File: src/rtl/wb_arbiter.sv
// Writeback arbiter: merges ALU and MUL/DIV results onto the single regfile write port.
// Each source has a one-entry buffer; the oldest buffered entry wins and the output stage is registered.
package wb_arbiter_pkg;
  typedef logic [4:0]  creg_addr_t;
  typedef logic [63:0] word_t;
  typedef logic [3:0]  age_t;

  typedef struct packed {
    logic       valid;
    creg_addr_t wa;
    word_t      wd;
    age_t       age;
  } wb_buf_t;
endpackage

module wb_arbiter
  import wb_arbiter_pkg::*;
(
  input  logic        clk,
  input  logic        reset,
  input  logic        alu_valid,
  input  creg_addr_t  alu_wa,
  input  word_t       alu_wd,
  output logic        alu_ready,
  input  logic        md_valid,
  input  creg_addr_t  md_wa,
  input  word_t       md_wd,
  output logic        md_ready,
  output logic        wen,
  output creg_addr_t  wa,
  output word_t       wd,
  output logic [31:0] pending
);

  wb_buf_t    alu_q, alu_d, md_q, md_d;
  age_t       seq_q, seq_d;
  logic       wen_q, wen_d;
  creg_addr_t wa_q, wa_d;
  word_t      wd_q, wd_d;

  age_t       age_diff;
  logic       alu_older, gnt_alu, gnt_md, gnt_any;
  logic       alu_fire, md_fire;
  creg_addr_t g_wa;
  word_t      g_wd;

  // Stamps only advance on capture and an entry waits at most one cycle,
  // so the wrapped difference of two live stamps is always small.
  assign age_diff  = alu_q.age - md_q.age;
  assign alu_older = age_diff[3];

  assign gnt_alu = alu_q.valid && (!md_q.valid || alu_older);
  assign gnt_md  = md_q.valid && !gnt_alu;
  assign gnt_any = gnt_alu || gnt_md;

  assign alu_ready = !reset && (!alu_q.valid || gnt_alu);
  assign md_ready  = !reset && (!md_q.valid || gnt_md);
  assign alu_fire  = alu_valid && alu_ready;
  assign md_fire   = md_valid && md_ready;

  assign g_wa = gnt_alu ? alu_q.wa : md_q.wa;
  assign g_wd = gnt_alu ? alu_q.wd : md_q.wd;

  always_comb begin
    alu_d = alu_q;
    md_d  = md_q;
    seq_d = seq_q;
    wen_d = 1'b0;
    wa_d  = wa_q;
    wd_d  = wd_q;

    if (gnt_alu) alu_d.valid = 1'b0;
    if (gnt_md)  md_d.valid  = 1'b0;

    // A capture overrides the grant-clear, which gives same-edge refill.
    if (alu_fire) alu_d = '{valid: 1'b1, wa: alu_wa, wd: alu_wd, age: seq_q};
    if (md_fire)  md_d  = '{valid: 1'b1, wa: md_wa,  wd: md_wd,  age: seq_q};
    if (alu_fire || md_fire) seq_d = seq_q + age_t'(1);

    // x0 writes are consumed but squashed to an all-zero idle write.
    if (gnt_any) begin
      wen_d = (g_wa != '0);
      wa_d  = (g_wa != '0) ? g_wa : '0;
      wd_d  = (g_wa != '0) ? g_wd : '0;
    end
  end

  always_ff @(posedge clk) begin
    if (reset) begin
      alu_q <= '0;
      md_q  <= '0;
      seq_q <= '0;
      wen_q <= 1'b0;
      wa_q  <= '0;
      wd_q  <= '0;
    end else begin
      alu_q <= alu_d;
      md_q  <= md_d;
      seq_q <= seq_d;
      wen_q <= wen_d;
      wa_q  <= wa_d;
      wd_q  <= wd_d;
    end
  end

  assign wen = wen_q;
  assign wa  = wa_q;
  assign wd  = wd_q;

  always_comb begin
    pending = '0;
    if (alu_q.valid) pending[alu_q.wa] = 1'b1;
    if (md_q.valid)  pending[md_q.wa]  = 1'b1;
    if (wen_q)       pending[wa_q]     = 1'b1;
    pending[0] = 1'b0;
  end

endmodule

File: config.mk
export PLATFORM = sky130hd
export DESIGN_NAME = wb_arbiter
export DESIGN_NICKNAME = d
export VERILOG_FILES = /design/src/rtl/wb_arbiter.sv
export SDC_FILE = /design/constraint.sdc
export NUM_CORES = 1
export LEC_CHECK = 0
export BUFFER_PORTS_ARGS = -buffer_cell sky130_fd_sc_hd__clkbuf_2
export CAP_MARGIN = 5
export CELL_PAD_IN_SITES_DETAIL_PLACEMENT = 0
export CELL_PAD_IN_SITES_GLOBAL_PLACEMENT = 1
export CORE_MARGIN = 4
export CORE_UTILIZATION = 40
export DETAILED_ROUTE_END_ITERATION = 8
export PLACE_DENSITY_LB_ADDON = 0.1
export SYNTH_ARGS = -nofsm -noshare
export SYNTH_HDL_FRONTEND = slang
export SYNTH_SLANG_ARGS = --single-unit
File: constraint.sdc
create_clock -name clk -period 5.86 [get_ports clk]
set_input_delay 0.879 -clock clk [delete_from_list [all_inputs] [get_ports clk]]
set_output_delay 0.879 -clock clk [all_outputs]
set_load 0.03 [all_outputs]
Word level (Yosys, flattened, before mapping)
Index checks and enable logic that the tools add are counted.

operators by class
  $add $sub $neg = 2
  order comparisons = 6
  mux-type cells = 17
  bitwise logic cells = 3
  reductions and logical operators = 22

operators by type and width
  cell                                                                count
  two-way mux 74 bit                                                  2
  two-way mux 64 bit                                                  2
  two-way mux 32 bit                                                  3
  OR 32 bit                                                           2
  < comparator 5 x 6 -> 1 bit (second input constant)                 3
  demux 1 bit (select 5 bit)                                          3
  greater-or-equal comparator 5 x 1 -> 1 bit (second input constant)  3
  two-way mux 5 bit                                                   2
  logical AND 1 bit                                                   9
  logical OR 1 bit                                                    5
  two-way mux 1 bit                                                   5
  nonzero test 5 bit                                                  1
  adder 4 x 1 -> 4 bit (second input constant)                        1
  logical NOT 1 bit                                                   4
  nonzero test 2 bit                                                  2
  subtractor 4 bit                                                    1
  OR reduction 2 bit                                                  1
  inverter 1 bit                                                      1

storage, ports and cells
  flip-flop bits (word level) = 222
  output and inout port bits = 104
  logic and storage cells = 62

Logic depth before layout (Yosys ltp)
  depth in word-level cells = 9
  depth in mapped cells = 11

Worst setup path after synthesis
No wires, ideal clock.

  path type = flip-flop to output port
  from = register md_q[2] in the netlist's numbering
  to = output md_ready
  arrival = 2,120 ps
  slack = 2,861 ps
  cell stages (with the launch flop) = 10
  buffers on the path = 3
  path through = dfxtp_1 -> inv_1 -> ha_1 -> nand2_1 -> o21a_1 -> o211a_1 -> buf_2 -> buf_2 -> buf_1 -> a21oi_1

on the way
  cells in the longest elaborated chain, start to end = 7

RTL lines
  item                      RTL line  text
  start: declaration        35        wb_buf_t alu_q, alu_d, md_q, md_d;
  start signal: assignment  98        md_q <= md_d;
  subtractor 4 bit          49        assign age_diff = alu_q.age - md_q.age;
  logical OR 1 bit          52        assign gnt_alu = alu_q.valid && (!md_q.valid || alu_older);
  logical AND 1 bit         52
  logical NOT 1 bit         53        assign gnt_md = md_q.valid && !gnt_alu;
  logical AND 1 bit         53
  logical OR 1 bit          57        assign md_ready = !reset && (!md_q.valid || gnt_md);
  logical AND 1 bit         57
  end: declaration          28        output logic md_ready,

Every way passes these cells.

Worst setup path after layout
Ends and elaborated chain as after synthesis.

==> run metrics <==
outcome=complete, no violations; WL per Instance=16.8 µm; Cells after Synth=1149; routability cong.=0.807; Die Wd=157 µm; sequential share of the synthesized area=49.9%; RSZ-0062 raised after global routing=no; leakage power=4.70 nW; Worst Skew=0.0147 ns; Root Buffer=clkbuf_16; CP required=4.98 ns; Worst Path Max Fanout=78; post-DP HPWL=17300 µm; GRT Residual Overflow=0; Power Density=330 nW/µm²; total die area=24700 µm²; Placed Area=10200 µm²; via count=8504; Layout area overhead=23.8%; first-pass GRT wire length=43200 µm; setup slack, reg-to-reg=2.26 ns; drt first pass iters=7; First DRT Iteration DRCs=457; mean post-synth cell area=7.75 µm²; Cells after DPL=1590; CTS Buf Count=25; routed wire length=27500 µm; Max-slew headroom=19.9%; H-tree depth=1; Critical R2R Launch=md_q[2]; num ports=246; CP Class=reg2out; final hold vios=0; fin crit period=3.84 ns; worst-skew pair later-pin latency=0.53 ns; final setup fails=0; largest net degree at the start of global routing=105; most common cell after layout, fill and taps aside=nand2_1; PostCTS Resize Cnt=0; Hold Path Stages=2; Setup Fix Bufs, Post-CTS=0; kind of cell adding the most delay to the critical path=compound AO/OA/AOI/OAI gates; leading cell types in the layout, fill and taps excluded=nand2_1, clkbuf_2, dfxtp_1, a21oi_1, a22oi_1; worst slew pin tran=1.20 ns; layout cells sized above 1=22.8%; Max-cap violations=0; antenna violations before repair=2; CP max stage delay=0.92 ns; Buffers & Inverters on Critical Path=2; #FFs+latches synth=222; clk slew on worst S/H paths=0.06 ns; hold buffers post-CTS=0; Critical Path, Cell by Cell=inv_1 > ha_1 > nand2_1 > o2111ai_1 > o211a_4 > a21oi_1 > clkbuf_2; Min-Delay Endpoint=wd[57]; # fillers=2221; Post-synth EDFFs=0; antenna viol nets, final=0; CP Capture Type=output port; GRT Overall Usage=21.3%; final non-filler cell total=1636; Synth cell types=41; Crit path arrival time=2.96 ns; vias in the first global route=8203; Initial Utilization=40.7%; Crit-path slowest cell=o211a_4; YS warnings=0; nets=1482; Die Y=157 µm; Startpoint Class=flop; total chip power=3.64 mW; Core Rows=54; FF-to-FF End=seq_q[3]; mapped cell area=8910 µm²; Max VDD drop=0.223 mV; TritonCTS clock tree=done; drt drc=0; Longest Clk Path Bufs=3; setup TNS=0 ns; Main synth FF type=dfxtp_1; Final period util=65.5%; diode count=0; Worst Hold Launch=wd[57]; FFs w/ async S/R, synth=0%; HP Class=reg2reg; Fmax=260 MHz; Reg2Reg Depth=9; PortBufs=244; Post-Syn Nets=1294; core area=21900 µm²; CTS Sinks=222; final instance area=11000 µm²; vias per inst=5.20; Slew Viols, Final=0
## how the worst max path moves through the flow
stage,to,from,cells past startpoint,slack [ns]
finish,md_ready,md_q[2],7,2.02
global route,md_ready,md_q[2],7,1.88
CTS,md_ready,md_q[2],7,1.99
detailed placement,seq_q[3],md_q[2],9,2.20
global placement,seq_q[3],md_q[2],9,2.25
floorplan,md_ready,md_q[2],9,2.86
## synth_stat cells, types with 2 or more instances
cell / instances / share of area (%)
nand2_1: 422 / 18
dfxtp_1: 222 / 50
a21oi_1: 148 / 8.3
a22oi_1: 92 / 7.8
clkbuf_1: 52 / 2.2
o21ai_1: 49 / 2.8
buf_2: 27 / 1.5
nor2_1: 20 / 0.84
nor3_1: 20 / 1.1
o21ai_0: 17 / 0.96
inv_1: 12 / 0.51
nor3b_1: 8 / 0.67
a2111oi_0: 5 / 0.49
and3b_1: 5 / 0.49
buf_6: 5 / 0.63
and3_1: 4 / 0.28
nor2b_1: 4 / 0.28
a222oi_1: 3 / 0.34
buf_1: 3 / 0.13
buf_4: 3 / 0.25
ha_1: 3 / 0.42
mux2_2: 2 / 0.25
nand3_1: 2 / 0.11
o2111ai_1: 2 / 0.20
o21a_1: 2 / 0.17
xnor2_1: 2 / 0.20
## registers in the layout, indices dropped and copies added (netlist names)
| register | cells |
|---|---|
| alu_q | 74 |
| md_q | 74 |
| seq_q | 4 |
| wen | 1 |
| wa | 5 |
| wd | 64 |
## stage by stage
| stage | util (%) | hold WS, ns | setup slack (ns) |
|---|---|---|---|
| global route | 50.4 | 0.466 | 1.88 |
| finish | 50.4 | 0.445 | 2.02 |
| detailed placement | 46.4 | 0.441 | 2.20 |
| floorplan | - | 0.432 | 2.86 |
| CTS | 50.4 | 0.451 | 1.99 |
| global placement | 46.4 | 0.436 | 2.25 |
## logic make-up after synthesis
group	count (synthesis)	synth area share [%]
adders and majority gates	3	0.421
AOI/OAI and AO/OA	325	21.7
other	1	0.0421
xor gates and xnor gates	3	0.295
muxes	3	0.365
buffers and inverters	103	5.28
DFF	222	49.9
and+or+nand+nor	489	22.0
## worst reg2reg max path: stages (launching register included)
cell and delay (ns):
dfxtp_1 0.33, inv_1 0.05, ha_1 0.30, nand2_1 0.11
o21a_1 0.19, o211a_4 0.57, a21boi_4 0.90, buf_4 0.58
o2111ai_1 0.17, mux2_2 0.30
## layout make-up
cell class / instances / area (µm²) / area share (%)
Clock buffer: 36 / 747 / 6.77
Clock inverter: 10 / 119 / 1.08
Inverter: 12 / 45.0 / 0.408
Multi-Input combinational cell: 824 / 4040 / 36.6
Sequential cell: 222 / 4440 / 40.3
Tap cell: 280 / 350 / 3.18
Timing Repair Buffer: 252 / 1280 / 11.6
## power breakdown
group	internal (mW)	switching, mW	total (mW)
Combinational	0.124	0.271	0.394
Clock	0.978	0.628	1.61
Sequential	1.59	0.0541	1.64
Total	2.69	0.952	3.64
## metal layers
layer | part of all wire [%] | track usage [%]
met4 | 1.3 | 4.42
met5 | 0.098 | 0
met2 | 46 | 34.8
met1 | 46 | 29.2
met3 | 7.2 | 4.62
No activity file was read; power rests on OpenSTA's default activity.
